$ cat config.mk
export PLATFORM = sky130hd
export DESIGN_NAME = dmem_responder
export DESIGN_NICKNAME = d
export VERILOG_FILES = /design/src/rtl/dmem_responder.sv
export SDC_FILE = /design/constraint.sdc
export NUM_CORES = 2
export LEC_CHECK = 0
export CORE_ASPECT_RATIO = 2
export CORE_UTILIZATION = 55
export DETAILED_ROUTE_END_ITERATION = 16
export PLACE_DENSITY = 0.78
export REMOVE_ABC_BUFFERS = 1
export SYNTH_ARGS = -nofsm -noshare
export SYNTH_HDL_FRONTEND = slang
export SYNTH_SLANG_ARGS = --single-unit
$ cat constraint.sdc
create_clock -name clk -period 55 [get_ports clk]
set_input_delay 11 -clock clk [delete_from_list [all_inputs] [get_ports clk]]
set_output_delay 11 -clock clk [all_outputs]
set_load 0.03 [all_outputs]
$ cat src/rtl/dmem_responder.sv
// Data-memory responder: accepts one request at a time, waits WAIT_STATES cycles, commits to a word array, pulses a response.
// Optional feature macro: DMEM_ALIGN_CHECK_EN (rejects misaligned addresses and irregular store byte-enables).
module dmem_responder #(
  parameter int ADDR_BITS   = 5,
  parameter int WAIT_STATES = 2
) (
  input  logic        clk,
  input  logic        rst,
  input  logic        req_valid,
  output logic        req_ready,
  input  logic        req_we,
  input  logic [31:0] req_addr,
  input  logic [3:0]  req_be,
  input  logic [31:0] req_wdata,
  output logic        rsp_valid,
  output logic [31:0] rsp_rdata,
  output logic        rsp_err
);
  localparam int DEPTH = 1 << ADDR_BITS;

  typedef enum logic [1:0] {IDLE, BUSY, RESP} state_t;

  state_t                  state_q, state_d;
  logic [3:0]              cnt_q, cnt_d;
  logic                    we_q, we_d;
  logic [31:0]             addr_q, addr_d;
  logic [3:0]              be_q, be_d;
  logic [31:0]             wdata_q, wdata_d;
  logic [31:0]             rdata_q, rdata_d;
  logic                    err_q, err_d;
  logic [DEPTH-1:0][31:0]  mem_q, mem_d;

  logic [ADDR_BITS-1:0]    idx;
  logic                    oor;
  logic                    bad;

  assign idx = addr_q[ADDR_BITS+1:2];
  assign oor = |addr_q[31:ADDR_BITS+2];

`ifdef DMEM_ALIGN_CHECK_EN
  logic be_legal;
  always_comb begin
    case (be_q)
      4'b0001, 4'b0010, 4'b0100, 4'b1000,
      4'b0011, 4'b1100, 4'b1111: be_legal = 1'b1;
      default:                   be_legal = 1'b0;
    endcase
  end
  assign bad = oor | (|addr_q[1:0]) | (we_q & ~be_legal);
`else
  // Byte offset carries no meaning when alignment is not enforced.
  logic unused_offset;
  assign unused_offset = ^addr_q[1:0];
  assign bad = oor;
`endif

  always_comb begin
    state_d = state_q;
    cnt_d   = cnt_q;
    we_d    = we_q;
    addr_d  = addr_q;
    be_d    = be_q;
    wdata_d = wdata_q;
    rdata_d = rdata_q;
    err_d   = err_q;
    mem_d   = mem_q;
    case (state_q)
      IDLE: if (req_valid) begin
        we_d    = req_we;
        addr_d  = req_addr;
        be_d    = req_be;
        wdata_d = req_wdata;
        cnt_d   = 4'(WAIT_STATES);
        state_d = BUSY;
      end
      BUSY: if (cnt_q != 4'd0) begin
        cnt_d = cnt_q - 4'd1;
      end else begin
        state_d = RESP;
        err_d   = bad;
        rdata_d = '0;
        if (!bad) begin
          if (!we_q) rdata_d = mem_q[idx];
          else
            for (int i = 0; i < 4; i++)
              if (be_q[i]) mem_d[idx][8*i +: 8] = wdata_q[8*i +: 8];
        end
      end
      RESP:    state_d = IDLE;
      default: state_d = IDLE;
    endcase
  end

  always_ff @(posedge clk or posedge rst) begin
    if (rst) begin
      state_q <= IDLE;
      cnt_q   <= '0;
      we_q    <= 1'b0;
      addr_q  <= '0;
      be_q    <= '0;
      wdata_q <= '0;
      rdata_q <= '0;
      err_q   <= 1'b0;
      mem_q   <= '0;
    end else begin
      state_q <= state_d;
      cnt_q   <= cnt_d;
      we_q    <= we_d;
      addr_q  <= addr_d;
      be_q    <= be_d;
      wdata_q <= wdata_d;
      rdata_q <= rdata_d;
      err_q   <= err_d;
      mem_q   <= mem_d;
    end
  end

  assign req_ready = (state_q == IDLE);
  assign rsp_valid = (state_q == RESP);
  assign rsp_rdata = rdata_q;
  assign rsp_err   = err_q;
endmodule

### Yosys cells after proc, flatten, opt, wreduce, memory -nomap -nowiden

Index checks and enable logic that the tools add are counted.

| cells by class | value |
|---|---|
| $lt $le $gt $ge | 2 |
| add/subtract/negate cells | 1 |
| equality and inequality tests | 5 |
| bitwise operators | 2 |
| multiplexer cells | 38 |
| reductions and logical operators | 10 |

Operators by type and width:

| operator | number |
|---|---|
| $mux 1024 | 16 |
| $bwmux 1024 | 4 |
| $demux 32 s5 | 4 |
| $bmux 32 s5 | 1 |
| $mux 32 | 4 |
| $reduce_or 25->1 | 1 |
| $mux 24 | 1 |
| $mux 16 | 1 |
| $mux 4 | 2 |
| $mux 8 | 1 |
| $pmux 4 s2 | 1 |
| $lt 5x6->1 const B | 1 |
| $ne 2x2->1 const B | 3 |
| $reduce_and 2->1 | 3 |
| $ge 5x1->1 const B | 1 |
| $mux 2 | 2 |
| $pmux 2 s2 | 1 |
| $reduce_and 4->1 | 1 |
| $reduce_bool 4->1 | 1 |
| $sub 4x1->4 const B | 1 |
| $reduce_and 3->1 | 1 |
| $eq 2x1->1 const B | 1 |
| $eq 2x2->1 const B | 1 |
| $logic_not 2->1 | 1 |
| other kinds (3) | 4 |

| storage, ports and cells | value |
|---|---|
| bits of input ports | 72 |
| register bits | 1132 |

### Depth between registers and ports, before layout

| logic depth | value |
|---|---|
| word-level depth | 24 |
| depth in mapped cells | 8 |
| mapped depth without buffers | 7 |

### Least setup slack after synthesis

No wires, ideal clock.

| timing | value |
|---|---|
| path kind | input-to-reg |
| start point | input req_valid |
| end point | register addr_q[10] |
| setup time | 125 ps |
| data required time | 54875 ps |
| path buffers | 2 |
| slack | 42873 ps |
| arrival time | 12003 ps |
| cell stages on the path | 4 |
| cell sequence | and2_1 > clkbuf_1 > clkbuf_1 > mux2_2 |

| between the ends | value |
|---|---|
| longest elaborated chain between the ends | 1 |

Ends and longest elaborated chain:

| item | line | RTL |
|---|---|---|
| from (decl) | 9 | `input logic req_valid,` |
| $reduce_and 2->1 (no source line) | n/a |  |
| to (signal assigned) | 109 | `addr_q <= addr_d;` |
| to (decl) | 26 | `logic [31:0] addr_q, addr_d;` |

No other way between the ends.
A chain may end at the register's enable or synchronous reset.

==> flow_summary.ini <==
[sta]
finalSetupViolations = 0
rsz0062_at_grt = no
fin_crit_sh_pct = 25.9
timing.fmax_mhz = 70.2
worst_slew_pin_slew_ns = 1.26
finalSetupTns_ns = 0
final.min_clock_period_ns = 14.24
maxSlewHeadroom_pct = 16.1
hold_ws_ns = 0.496
hold_viol = 0
skew_ns = 0.0208
drv_slew = 0

[final_layout]
drive_above_1_share_pct = 40.8
nets = 3711
final_cell_mix = dfrtp_1 (1,125), mux2_4 (857), mux2i_1 (512)
fill_cells = 7501
multi_input_area_um2 = 26200
layout_commonest_cell = dfrtp_1
syn2layout_area_growth_pct = 9.91
seq_area_um2 = 28300

[cts]
cts-root-buf = clkbuf_16
htreeDepth = 3
clock-sinks = 1130
post_cts_buffers = 0
cts_buffers = 99
clk_latency_ns = 0.71
cts_buffer_depth = 3
cts_tree = yes
cts.clk_slew.worst_paths_ns = 0.07
ctsResizeCount = 0
cts-hold-fix-buffers = 0

[worst_hold_path]
worstHoldStart = mem_q[594]
hold_depth = 1
hp-class = reg -> reg
holdPathEnd = mem_q[594]

[placement]
portBuffers = 104
gp_congestion = 0.851
hpwl_mm = 88.4

[logic_synthesis]
netlist-cell-type-count = 49
ys_ff_latch = 1130
synth_area_per_cell_um2 = 15.4
synthAdderAreaFrac_pct = 0.0448
synth-compound-area-share_pct = 3.41
synth-warning-count = 0
synth_top_family_by_area = multiplexers
netlist_area_um2 = 55800
syn-instance-count = 3615
synthSimpleGateAreaFrac_pct = 6.31
ys_seq_area_share_pct = 50.7
synth-xor-area-share_pct = 0.0314
muxShareOfSynthArea_pct = 36.9

[die]
rows = 164
initial_utilization_pct = 55.7
die_h_um = 452
ios = 107
fp.dieArea_um2 = 103000
die_w_um = 227
core_area_um2 = 100000

[power_and_ir_drop]
p_per_area_nw_per_um2 = 36.7
p_sw_mw = 0.778
p_leak_nw = 31.0
pwr-share-comb_pct = 26.2
seq_power_share_pct = 39.9
p_clk_share_pct = 33.9
switching_share_pct = 34.5
vdd_drop_max_uv = 49.5
intPower_mw = 1.47

[worst_setup_path]
path_class = in -> async
crit_required_ns = 55.64
cp-end-kind = async pin
cp_max_fo = 131
worstPathArrival_ns = 14.88
r2r.worst_path.cells = 8
ff2ff_setup_slack_ns = 50.11
timing.rr.end = rsp_rdata[6]
worstSetupStartpointType = input port
timing.rr.start = addr_q[2]

[drt]
first_pass_iters = 5
first_iter_violations = 2100
routed_wl_mm = 139
drt-wirelength-per-cell_um = 27.5
viasPerCell = 6.18
vias = 31200
drc_errors = 0
ant_nets = 0

[global_route]
grt_first_pass_wirelength_mm = 215
grt_max_degree = 132
antenna_found_initial = 1
grt_usage_pct = 27.8
grt_pass1_vias = 33800
grt_overflow = 0

[run_status]
status = completed

[run]
cap_violations = 0
## Yosys cell counts (all sizes together)
library cell	number	area (um^2)
dfrtp	1130	28300
mux2	1090	15500
mux2i	512	5120
o22ai	256	1600
clkbuf	186	698
nand3	132	2210
buf	81	722
nor4	71	478
nand2	40	155
nor2	36	334
a22o	32	280
nand4bb	6	67.6
inv	5	18.8
nand4b	4	35.0
nor3	4	65.1
or4b	4	40.0
nand3b	3	35.0
or3b	3	26.3
ha	2	25.0
nand2b	2	12.5
nand4	2	12.5
o21ai	2	10.0
or3	2	12.5
or4	2	16.3
a31oi	1	6.26
and2	1	6.26
and2b	1	7.51
nor2b	1	6.26
o21a	1	7.51
or2	1	6.26
xnor2	1	8.76
xor2	1	8.76
## cell families (layout without fill, tap and decap cells)
| kind of cell | Yosys count | in the layout |
|---|---|---|
| adders and majority gates | 2 | 2 |
| and+or+nand+nor | 315 | 315 |
| muxes | 1602 | 1602 |
| AOI/OAI and AO/OA | 292 | 292 |
| other | 0 | 1 |
| buffers and inverters | 272 | 371 |
| DFF | 1130 | 1130 |
| xor gates and xnor gates | 2 | 2 |
## cell type report
class / count / area share [%]
Sequential cell: 1130 / 46.1
Multi-Input combinational cell: 2213 / 42.7
Clock buffer: 140 / 4.78
Timing Repair Buffer: 188 / 2.73
Tap cell: 1328 / 2.71
Clock inverter: 38 / 0.973
Inverter: 5 / 0.0428
Antenna cell: 1 / 0.00408
## registers in the layout (all words and copies together), names as in the netlist
register / flops
rsp_err: 1
state_q: 2
rsp_rdata: 32
mem_q: 1024
cnt_q: 4
addr_q: 30
we_q: 1
be_q: 4
wdata_q: 32
## power groups by stage
stage	Clock [mW]	Combinational [mW]	Sequential [mW]
2_1_floorplan	0	0.532	1.06
3_3_place_gp	0	0.576	0.913
3_5_place_dp	0	0.586	0.914
4_1_cts	0.775	0.588	0.898
5_1_grt	0.807	0.609	0.903
6_report	0.764	0.590	0.898
## worst max path at each step
stage	startpoint	endpoint	slack, ns	cells after the start
CTS	rst	be_q[1]	40.55	5
global route	rst	be_q[1]	40.09	5
global placement	rst	be_q[2]	39.96	5
finish	rst	be_q[1]	40.76	5
floorplan	rst	addr_q[10]	12.18	1
detailed placement	rst	be_q[2]	39.80	5
## per-stage QoR
step | utilization, % | instance area, um^2 | setup slack, ns | total power, mW | std cells
final | 61.2 | 61300 | 40.76 | 2.25 | 5043
after global routing | 61.2 | 61300 | 40.09 | 2.32 | 5043
after CTS | 61.2 | 61300 | 40.55 | 2.26 | 5042
after detailed placement | 57.7 | 57800 | 39.80 | 1.50 | 4864
after global placement | 57.7 | 57800 | 39.96 | 1.49 | 4864
after floorplan | - | 54400 | 12.18 | 1.59 | 3348
## layer usage
layer | global-route usage, % | share of wire, %
met1 | 33.9 | 39
met2 | 46.9 | 51
met3 | 3.14 | 3.6
met4 | 17.4 | 7.0
met5 | 0 | 0
## worst max-delay path: stages
cell,delay (ns)
clkdlybuf4s50_1,0.50
inv_8,0.67
buf_4,0.97
buf_4,0.76
buf_4,0.86
Power figures use the tool's default switching activity.
